[config.mk]
export PLATFORM = sky130hd
export DESIGN_NAME = dmac_write_buffer
export DESIGN_NICKNAME = d
export VERILOG_FILES = /design/src/rtl/dmac_pkg.sv /design/src/rtl/dmac_sync_fifo.sv /design/src/rtl/dmac_write_buffer.sv
export SDC_FILE = /design/constraint.sdc
export NUM_CORES = 1
export LEC_CHECK = 0
export ABC_AREA = 1
export BUFFER_PORTS_ARGS = -buffer_cell sky130_fd_sc_hd__buf_4
export CAP_MARGIN = 20
export CORE_MARGIN = 3
export CORE_UTILIZATION = 41
export CTS_CLUSTER_DIAMETER = 200
export DETAILED_ROUTE_END_ITERATION = 8
export PLACE_DENSITY = 0.62
export SLEW_MARGIN = 10
export SYNTH_ARGS = -nofsm -noshare
export SYNTH_HDL_FRONTEND = slang
export SYNTH_SLANG_ARGS = --single-unit
export TNS_END_PERCENT = 5
[constraint.sdc]
create_clock -name clk -period 4.55 [get_ports clk]
set_input_delay 1.1375 -clock clk [delete_from_list [all_inputs] [get_ports clk]]
set_output_delay 1.1375 -clock clk [all_outputs]
set_load 0.01 [all_outputs]
[src/rtl/dmac_pkg.sv]
// dmac_pkg: constants shared across the DMA controller data path.
// The write buffer and the write engine both take their burst length and
// buffer depth from here, so the reserve/release count widths agree.
package dmac_pkg;

    // Longest burst the read and write engines issue, in beats.
    localparam int DEFAULT_MAX_BURST_LEN = 16;

    // Number of beats the staging buffer between read and write engine holds.
    localparam int DEFAULT_BUF_DEPTH = 32;

endpackage : dmac_pkg

[src/rtl/dmac_sync_fifo.sv]
// dmac_sync_fifo: single-clock FIFO with first-word-fall-through output.
// Storage is a flop array that is read combinationally, so a beat pushed at
// one edge is visible on pop_data right after that edge.
// Ports:
//   clk, rst             clock, synchronous active-high reset
//   push, push_data      write strobe and data (ignored when full)
//   pop                  read strobe (ignored when empty)
//   pop_data             head entry, valid while !empty
//   full, empty, level   occupancy status
module dmac_sync_fifo #(
    parameter int DATA_WD = 32,
    parameter int DEPTH   = 32
) (
    input  logic                     clk,
    input  logic                     rst,
    input  logic                     push,
    input  logic [DATA_WD-1:0]       push_data,
    input  logic                     pop,
    output logic [DATA_WD-1:0]       pop_data,
    output logic                     full,
    output logic                     empty,
    output logic [$clog2(DEPTH):0]   level
);

    localparam int AW = $clog2(DEPTH);
    localparam logic [AW:0] PTR_ONE = {{AW{1'b0}}, 1'b1};

    // Pointers carry one extra wrap bit so full and empty stay distinguishable.
    logic [AW:0]        wr_ptr_q, wr_ptr_d;
    logic [AW:0]        rd_ptr_q, rd_ptr_d;
    logic [DATA_WD-1:0] mem_q [DEPTH];
    logic               push_ok;
    logic               pop_ok;

    assign full  = (wr_ptr_q[AW-1:0] == rd_ptr_q[AW-1:0]) && (wr_ptr_q[AW] != rd_ptr_q[AW]);
    assign empty = (wr_ptr_q == rd_ptr_q);
    assign level = wr_ptr_q - rd_ptr_q;

    assign push_ok  = push && !full;
    assign pop_ok   = pop && !empty;
    assign pop_data = mem_q[rd_ptr_q[AW-1:0]];

    always_comb begin
        wr_ptr_d = wr_ptr_q;
        rd_ptr_d = rd_ptr_q;
        if (push_ok) begin
            wr_ptr_d = wr_ptr_q + PTR_ONE;
        end
        if (pop_ok) begin
            rd_ptr_d = rd_ptr_q + PTR_ONE;
        end
    end

    always_ff @(posedge clk) begin
        if (rst) begin
            wr_ptr_q <= '0;
            rd_ptr_q <= '0;
        end else begin
            wr_ptr_q <= wr_ptr_d;
            rd_ptr_q <= rd_ptr_d;
        end
    end

    // Data entries carry no reset; stale contents are never visible because
    // empty masks them.
    for (genvar gi = 0; gi < DEPTH; gi++) begin : g_entry
        always_ff @(posedge clk) begin
            if (push_ok && (wr_ptr_q[AW-1:0] == AW'(gi))) begin
                mem_q[gi] <= push_data;
            end
        end
    end

endmodule : dmac_sync_fifo

[src/rtl/dmac_write_buffer.sv]
// dmac_write_buffer: staging buffer between the DMA read engine and the
// write initiator. Beats from the read channel land in a FIFO and are shown
// first-word-fall-through to the write initiator. A usage counter tracks
// space the read engine has reserved but the write initiator has not yet
// released, so a read burst is only issued when it is sure to fit.
// Ports:
//   clk, rst                 clock, synchronous active-high reset
//   rsv_valid/count/ready    reservation request and combinational grant
//   in_valid/data/ready      read-data beats into the buffer
//   data_out_valid/data/rdy  beats out to the write initiator
//   buf_dec_usage_valid/cnt  release of committed beats
//   usage, level             reserved-unreleased beats, stored beats
//   err                      sticky protocol-violation flag
module dmac_write_buffer
    import dmac_pkg::*;
#(
    parameter int DATA_WD       = 32,
    parameter int MAX_BURST_LEN = DEFAULT_MAX_BURST_LEN,
    parameter int DEPTH         = DEFAULT_BUF_DEPTH,
    parameter int CNT_WD        = $clog2(MAX_BURST_LEN) + 2,
    parameter int USE_WD        = $clog2(DEPTH) + 1
) (
    input  logic               clk,
    input  logic               rst,
    input  logic               rsv_valid,
    input  logic [CNT_WD-1:0]  rsv_count,
    output logic               rsv_ready,
    input  logic               in_valid,
    input  logic [DATA_WD-1:0] in_data,
    output logic               in_ready,
    output logic               data_out_valid,
    output logic [DATA_WD-1:0] data_out,
    input  logic               data_out_ready,
    input  logic               buf_dec_usage_valid,
    input  logic [CNT_WD-1:0]  buf_dec_usage_count,
    output logic [USE_WD-1:0]  usage,
    output logic [USE_WD-1:0]  level,
    output logic               err
);

    // Usage arithmetic runs one bit wider than the counter so that
    // usage + rsv_count can never wrap before it is compared.
    localparam logic [USE_WD:0] MAX_EXT   = (USE_WD + 1)'(MAX_BURST_LEN);
    localparam logic [USE_WD:0] DEPTH_EXT = (USE_WD + 1)'(DEPTH);

    logic [USE_WD-1:0] usage_q, usage_d;
    logic              err_q, err_d;

    logic              fifo_full;
    logic              fifo_empty;
    logic              push_acc;
    logic              pop_acc;

    logic [USE_WD:0]   usage_ext;
    logic [USE_WD:0]   rsv_ext;
    logic [USE_WD:0]   dec_ext;
    logic [USE_WD:0]   sum_ext;
    logic [USE_WD:0]   diff_ext;
    logic              rsv_len_ok;
    logic              grant;

    dmac_sync_fifo #(
        .DATA_WD (DATA_WD),
        .DEPTH   (DEPTH)
    ) u_fifo (
        .clk       (clk),
        .rst       (rst),
        .push      (push_acc),
        .push_data (in_data),
        .pop       (pop_acc),
        .pop_data  (data_out),
        .full      (fifo_full),
        .empty     (fifo_empty),
        .level     (level)
    );

    // Outputs are forced to their idle values while rst is held, before the
    // registered state has been cleared by the first reset edge.
    assign in_ready       = rst || !fifo_full;
    assign data_out_valid = !rst && !fifo_empty;
    assign push_acc       = in_valid && in_ready;
    assign pop_acc        = data_out_valid && data_out_ready;
    assign rsv_ready      = grant;
    assign usage          = usage_q;
    assign err            = err_q;

    always_comb begin
        usage_ext = {1'b0, usage_q};
        rsv_ext   = '0;
        dec_ext   = '0;
        rsv_ext[CNT_WD-1:0] = rsv_count;
        dec_ext[CNT_WD-1:0] = buf_dec_usage_count;

        rsv_len_ok = (rsv_ext <= MAX_EXT);
        // Grant sees only the registered usage; a release in the same cycle
        // is credited from the next cycle on.
        grant = !rst && rsv_valid && rsv_len_ok && ((usage_ext + rsv_ext) <= DEPTH_EXT);

        sum_ext  = grant ? (usage_ext + rsv_ext) : usage_ext;
        diff_ext = sum_ext - dec_ext;

        usage_d = sum_ext[USE_WD-1:0];
        err_d   = err_q;

        if (buf_dec_usage_valid) begin
            if (dec_ext > sum_ext) begin
                usage_d = '0;
                err_d   = 1'b1;
            end else begin
                usage_d = diff_ext[USE_WD-1:0];
            end
        end

        if (rsv_valid && !rsv_len_ok) begin
            err_d = 1'b1;
        end

        // Every stored beat is already reserved, so a push arriving when
        // level has caught up with usage lands in space nobody reserved.
        if (push_acc && (level == usage_q)) begin
            err_d = 1'b1;
        end
    end

    always_ff @(posedge clk) begin
        if (rst) begin
            usage_q <= '0;
            err_q   <= 1'b0;
        end else begin
            usage_q <= usage_d;
            err_q   <= err_d;
        end
    end

endmodule : dmac_write_buffer
==> metrics.txt, run 1 <==
DRT iter0 DRCs=between 3k and 4k; final setup skew=around 18 ps; overflow left after global routing=0; GP Congestion=about 0.79; yosys warns=0; chip width=around 320 um; number of synthesized flops with an enable pin=approximately 1.0k; H-tree levels=3; root buffer cell=clkbuf_16; sequential fraction of the synthesis area=75.0%; async set-reset flop share out of synthesis=0%; r2r endpoint=usage[5]$_SDFF_PP0_; worst path cell trace=inv_16, buf_4, o21ai_0, o22ai_1, nor2_1, nor2_1, o21ai_0, a32oi_1, buf_4; share of the synthesized area in the top cell type=73.8%; largest family of logic cells by synthesized area=compound AO/OA/AOI/OAI gates; worst path bufs/invs=3; critical-path maximum fanout=166; Required @ worst endpoint=roughly 3400 ps; FF-to-FF Start=usage[0]$_SDFF_PP0_; Main synth FF type=edfxtp_1; Synth Area in XOR/XNOR=less than 1%; clock transition at the registers of the reported paths=approximately 60 ps; synthesized area=~42000 um^2; CP peak stage delay=~480 ps; Synth-to-Final Area Change=14.7%; # port buffers=97; area fraction in compound gates after synthesis=a little over an eighth; Synth cell types=39; CP top delay family=buffers and inverters; final wirelength=approximately 120 mm; max_cap viols=0; Layout Cells excl Fill=approximately 4.6k; cts bufs inserted=102; Post-Synth Simple-Gate Area=7.91%; Avg Synthesized Cell Area=~13 um^2; CTS tree=yes; layout cells sized above 1=about 12%; Worst Setup Path Type=register to primary output; post-place setup slack=~230 ps; Final Cycle Share=a little over nine tenths; Worst Setup Slack, final=roughly 120 ps; Core Footprint=100000 um^2; FP Rows=roughly 120; Detailed Place HPWL=slightly above 60 mm; post-synth top area cell=edfxtp_1; R2R cell count=22; fin. max-slew vios=0; vias in the first global route=~26k; Cell Area, Placed=around 45000 um^2; PwrDens=~430 nW/um^2; syn nets=3168; reg-to-reg slack, setup=roughly 1000 ps; total number of vias=~27k; Crit-path slowest cell=buf_4; worst hold slack=approximately 520 ps; Max rail drop VDD=approximately 0.26 mV; first-pass GRT wire length=~170 mm; final hold violation count=0; Fmax=226 MHz; CP arrival=roughly 3300 ps; Worst slew margin=21.3%; initial antenna violation count=4; fin nets=3248; Design Area, Final=about 48000 um^2; cells after synthesis=between 3k and 4k; RSZ-0062 raised after global routing=no; ranking of synthesized cells by area=edfxtp_1 (74%), o21ai_0 (6.7%), nor2_1 (5.7%), o221ai_1 (4.1%), clkbuf_1 (1.4%); remaining antenna violation count=0; class of the worst hold path=register to register; Slew @ Worst Pin=approximately 1200 ps; first drt pass iteration count=6; Period minus WS final=~4400 ps; # DRC=0; Setup TNS=0 ps; Yosys reg bits=1048; initial core utilization=41.5%; Clock Path Buffers=3; DR WL/cell=25.9 um; Sink Count=around 1.0k; Ports=roughly 100; mux share of post-synthesis cell area=0%; largest net degree at the start of global routing=approximately 170; Die ar.=between 100000 and 150000 um^2; drt via density=roughly 5.9; Inst Count DP=approximately 4.4k; Critical Path Stages=9; Worst setup SP type=register; Die H=about 320 um; crit path capture=data_out[30]; outcome=complete, no violations; LEAKAGE=roughly 15 nW; critical path capture point type=primary output; Total GRT Usage=roughly 22%; # setup viols final=0; worst-skew pair later-pin latency=between 600 and 700 ps; adder-cell share of the synthesized area=0.895%
## cell type report
| class | instances | area [um^2] |
|---|---|---|
| Tap cell | 1357 | 1700 |
| Multi-Input combinational cell | 1766 | 9550 |
| Timing Repair Buffer | 198 | 1940 |
| Inverter | 54 | 234 |
| Clock inverter | 65 | 492 |
| Fill cell | 8701 | 52700 |
| Clock buffer | 122 | 2630 |
| Antenna cell | 3 | 7.51 |
| Sequential cell | 1048 | 31200 |
## stage by stage
stage	power, mW	util [%]
finish	20.7	47.6
global route	21.4	47.6
CTS	20.8	47.6
detailed placement	12.9	44.4
global placement	12.9	44.4
floorplan	12.1	-
## synth_stat cells, types with 2 or more instances
library cell / count
o21a_1: 2
edfxtp_1: 1024
xor2_1: 11
a21oi_2: 6
nand4_1: 3
buf_2: 50
nand2_1: 61
nor3_1: 5
nand3_1: 97
xnor2_1: 3
o22ai_1: 62
o21ai_0: 559
inv_1: 51
nor2_1: 634
o221ai_1: 194
nand3_2: 4
nand2_2: 10
fa_1: 3
a21oi_1: 16
buf_4: 6
clkbuf_1: 160
a31oi_1: 32
dfxtp_1: 24
ha_1: 25
a32oi_1: 28
buf_1: 5
nand2_4: 2
and3_1: 2
## cell families (layout without fill, tap and decap cells)
kind of cell	count (synthesis)	after routing
compound gates	903	903
xor+xnor	14	14
fa+ha+maj	28	28
buf+inv	276	439
flops	1048	1048
other cells	0	3
simple gates	821	821
## registers in the layout, indices dropped and copies added, names as in the netlist, named ones only
signal and flops:
err 1, u_fifo.mem_q 1024, u_fifo.rd_ptr_q 6, u_fifo.wr_ptr_q 6
usage 6
## what timing repair did
action	CTS	global route
setup buffers	0	1
setup endpoints to repair	0	3
hold buffers	0	0
resized for setup	0	0
## routing by layer
metal / GRT usage [%] / routed length (um) / up-vias
met1: 30.7 / 49500 / 13629
met5: 0 / 0 / -
met2: 35.7 / 56900 / 1219
met3: 3.33 / 9620 / 218
li1: - / - / 11929
met4: 7.01 / 3450 / 0
## tightest hold or removal path, cell delays in order (launching register included)
cell,delay [ps]
dfxtp_1,320
nand2_1,80
a21oi_1,90
## layout by cell type, fill, tap and decap left out, types with 28 or more instances in the layout
cell,synthesis,layout
o22ai_1,62,62
nor2_4,0,32
nand3_1,97,97
edfxtp_1,1024,1024
inv_1,51,49
nor2_1,634,602
a32oi_1,28,28
o21ai_0,559,559
buf_4,6,162
a31oi_1,32,32
o221ai_1,194,194
clkbuf_16,0,102
buf_12,0,36
clkinv_1,1,31
nand2_1,61,61
## where the power goes
| part | total [mW] | internal [mW] | switching, mW |
|---|---|---|---|
| clock | 7.97 | 4.41 | 3.56 |
| sequential | 10.7 | 10.7 | 0.0509 |
| combinational | 1.97 | 0.633 | 1.34 |
## worst min path at each step
stage | from | end | slack, ps | cells past startpoint
after global routing | u_fifo.rd_ptr_q[3]$_SDFFE_PP0P_ | register | 570 | 2
after floorplan | u_fifo.rd_ptr_q[3]$_SDFFE_PP0P_ | register | 480 | 2
after CTS | u_fifo.rd_ptr_q[3]$_SDFFE_PP0P_ | register | 540 | 2
after global placement | u_fifo.rd_ptr_q[5]$_SDFFE_PP0P_ | u_fifo.rd_ptr_q[5]$_SDFFE_PP0P_ | 520 | 2
after detailed placement | u_fifo.rd_ptr_q[5]$_SDFFE_PP0P_ | u_fifo.rd_ptr_q[5]$_SDFFE_PP0P_ | 520 | 2
final | u_fifo.rd_ptr_q[3]$_SDFFE_PP0P_ | register | 520 | 2
Power figures use the tool's default switching activity.
==> run 2: changes to the inputs <==
- REMOVE_ABC_BUFFERS: not set -> 1
==> run 2 against run 1 <==
Compared with the run above:
- die area stayed put
- worst hold slack improved by 6.1 ps
- final cell count decreased by 0.41%
- sequential power hardly changed
- largest power group unchanged
==> metrics.txt, run 2 (same netlist as run 1, synthesis figures left out) <==
outcome=complete, no violations; Worst Setup Slack, final=106 ps (-17.0 ps); PwrDens=450 nW/um^2 (+4.1%); Synth-to-Final Area Change=15.4%; max_cap viols=0 (unchanged); first drt pass iteration count=7 (+1); fin nets=3226 (-0.68%); Final Cycle Share=97.7% (+0.37 points); worst hold slack=529 ps (+6.05 ps); class of the worst hold path=register to register; Die H=325 um (unchanged); Core Footprint=100000 um^2 (unchanged); commonest non-fill, non-tap cell in the layout=edfxtp_1; # DRC=0 (unchanged); Period minus WS final=4440 ps (+17.0 ps); Detailed Place HPWL=54.4 mm (-11%); post-place setup slack=198 ps (-31.7 ps); root buffer cell=clkbuf_16; Die ar.=105000 um^2 (unchanged); layout cells sized above 1=12.2% (-0.059 points); # Post-CTS Setup Buffers=0 (unchanged); hold buffer count at CTS=0 (unchanged); critical-path maximum fanout=44 (-73%); fill cell count=8685 (-0.18%); Seq pwr share=49.5% (-2.4 points); chip width=325 um (unchanged); GP Congestion=0.806 (+1.4%); fin. max-slew vios=0 (unchanged); DRT iter0 DRCs=2912 (-17%); worst-skew pair later-pin latency=700 ps (+30 ps); Clock Path Buffers=3 (unchanged); CP arrival=3310 ps (+20 ps); DR WL/cell=23.8 um (-8.0%); Sink Count=1048 (unchanged); Max rail drop VDD=0.324 mV (+24%); H-tree levels=3 (unchanged); total number of vias=26.3k (-2.4%); critical path capture point type=primary output; Required @ worst endpoint=3410 ps (about the same); # setup viols final=0 (unchanged); Total GRT Usage=20.3% (-1.7 points); Slew @ Worst Pin=1060 ps (-118 ps); RSZ-0062 raised after global routing=yes; Worst slew margin=29.2% (+7.9 points); FP Rows=116 (unchanged); Sequential cell area=31200 um^2 (unchanged); post-CTS resize count=0 (unchanged); Comb power frac=8.7% (-0.8 points); final wirelength=110 mm (-8.3%); final setup skew=50.1 ps (+32.1 ps); drt via density=5.73 (-2.0%); Worst setup SP type=register; largest net degree at the start of global routing=147 (-12%); overall power=21.6 mW (+4.8%); initial antenna violation count=3 (-1); first-pass GRT wire length=163 mm (-5.7%); initial core utilization=41.5% (unchanged); clock share of power=41.8% (+3.2 points); overflow left after global routing=0 (unchanged); Ports=98 (unchanged); CTS tree=yes; switching power=5.01 mW (+1.2%); clock transition at the registers of the reported paths=70 ps (about the same); # port buffers=97 (unchanged); Largest Register=u_fifo.mem_q; number of flip-flops under the largest register name=1024 (unchanged); Multi-input gate area=9550 um^2 (unchanged); vias in the first global route=25.5k (-0.56%); Design Area, Final=48100 um^2 (+0.59%); cts bufs inserted=105 (+2.9%); Cell Area, Placed=44400 um^2 (-0.54%); Worst Setup Path Type=register to primary output; LEAKAGE=15.5 nW (+0.89%); remaining antenna violation count=0 (unchanged); Net Sw Frac=23.2% (-0.81 points); commonest non-fill, non-tap cells in the layout=edfxtp_1 (1024), nor2_1 (602), o21ai_0 (559); P_int=16.6 mW (+5.9%); Fmax=225 MHz (-0.38%); final hold violation count=0 (unchanged)
run 2: changes by cell type in the layout (fill, tap and decap cells not counted), sizes merged:
cell	change
diode	-2
clkinvlp	-4
clkinv	-2
clkbuf	+3
buf	-25
bufinv	+13
inv	-2
run 2: final timing paths:
check | slack, ps | to | cells after the start | start
worst max-delay path | 110 | data_out[9] | 6 | register
worst min-delay path | 530 | register | 2 | u_fifo.rd_ptr_q[4]$_SDFFE_PP0P_
worst max register to register | 950 | usage[5]$_SDFF_PP0_ | 22 | usage[0]$_SDFF_PP0_
worst min register to register | 530 | register | 2 | u_fifo.rd_ptr_q[4]$_SDFFE_PP0P_
run 2: final cells by class:
cell class                      count  area share [%]
Antenna cell                        1         0.00521
Clock buffer                      125            5.71
Clock inverter                     70            1.91
Inverter                           54           0.487
Multi-Input combinational cell   1766            19.9
Sequential cell                  1048            65.0
Tap cell                         1357            3.53
Timing Repair Buffer              173            3.51
run 2: power groups by stage:
stage / Clock (mW) / Sequential (mW) / Combinational [mW]
floorplan: 0 / 11.0 / 1.03
global placement: 0 / 10.9 / 1.85
detailed placement: 0 / 10.9 / 1.87
CTS: 9.18 / 10.7 / 1.88
global route: 9.57 / 10.7 / 2.09
finish: 9.06 / 10.7 / 1.87
run 2: worst max-delay path, stage by stage (launching register included):
cell,delay (ps)
dfxtp_4,740
buf_4,510
o21ai_0,220
o221ai_1,230
nand3_1,100
a32oi_1,570
buf_4,230
run 2: per-layer routing:
| metal | share of wire [%] | GRT usage (%) |
|---|---|---|
| met2 | 46 | 32.4 |
| met1 | 43 | 28.6 |
| met3 | 7.9 | 3.47 |
| met5 | 0.028 | 0 |
| met4 | 2.8 | 6.50 |
run 2: per-stage QoR:
step / cells / util (%) / TNS [ps]
after floorplan: 2868 / - / -391080
after global placement: 4398 / 44.2 / 0
after detailed placement: 4398 / 44.2 / 0
after CTS: 4593 / 47.8 / 0
after global routing: 4593 / 47.9 / -100
final: 4594 / 47.9 / 0
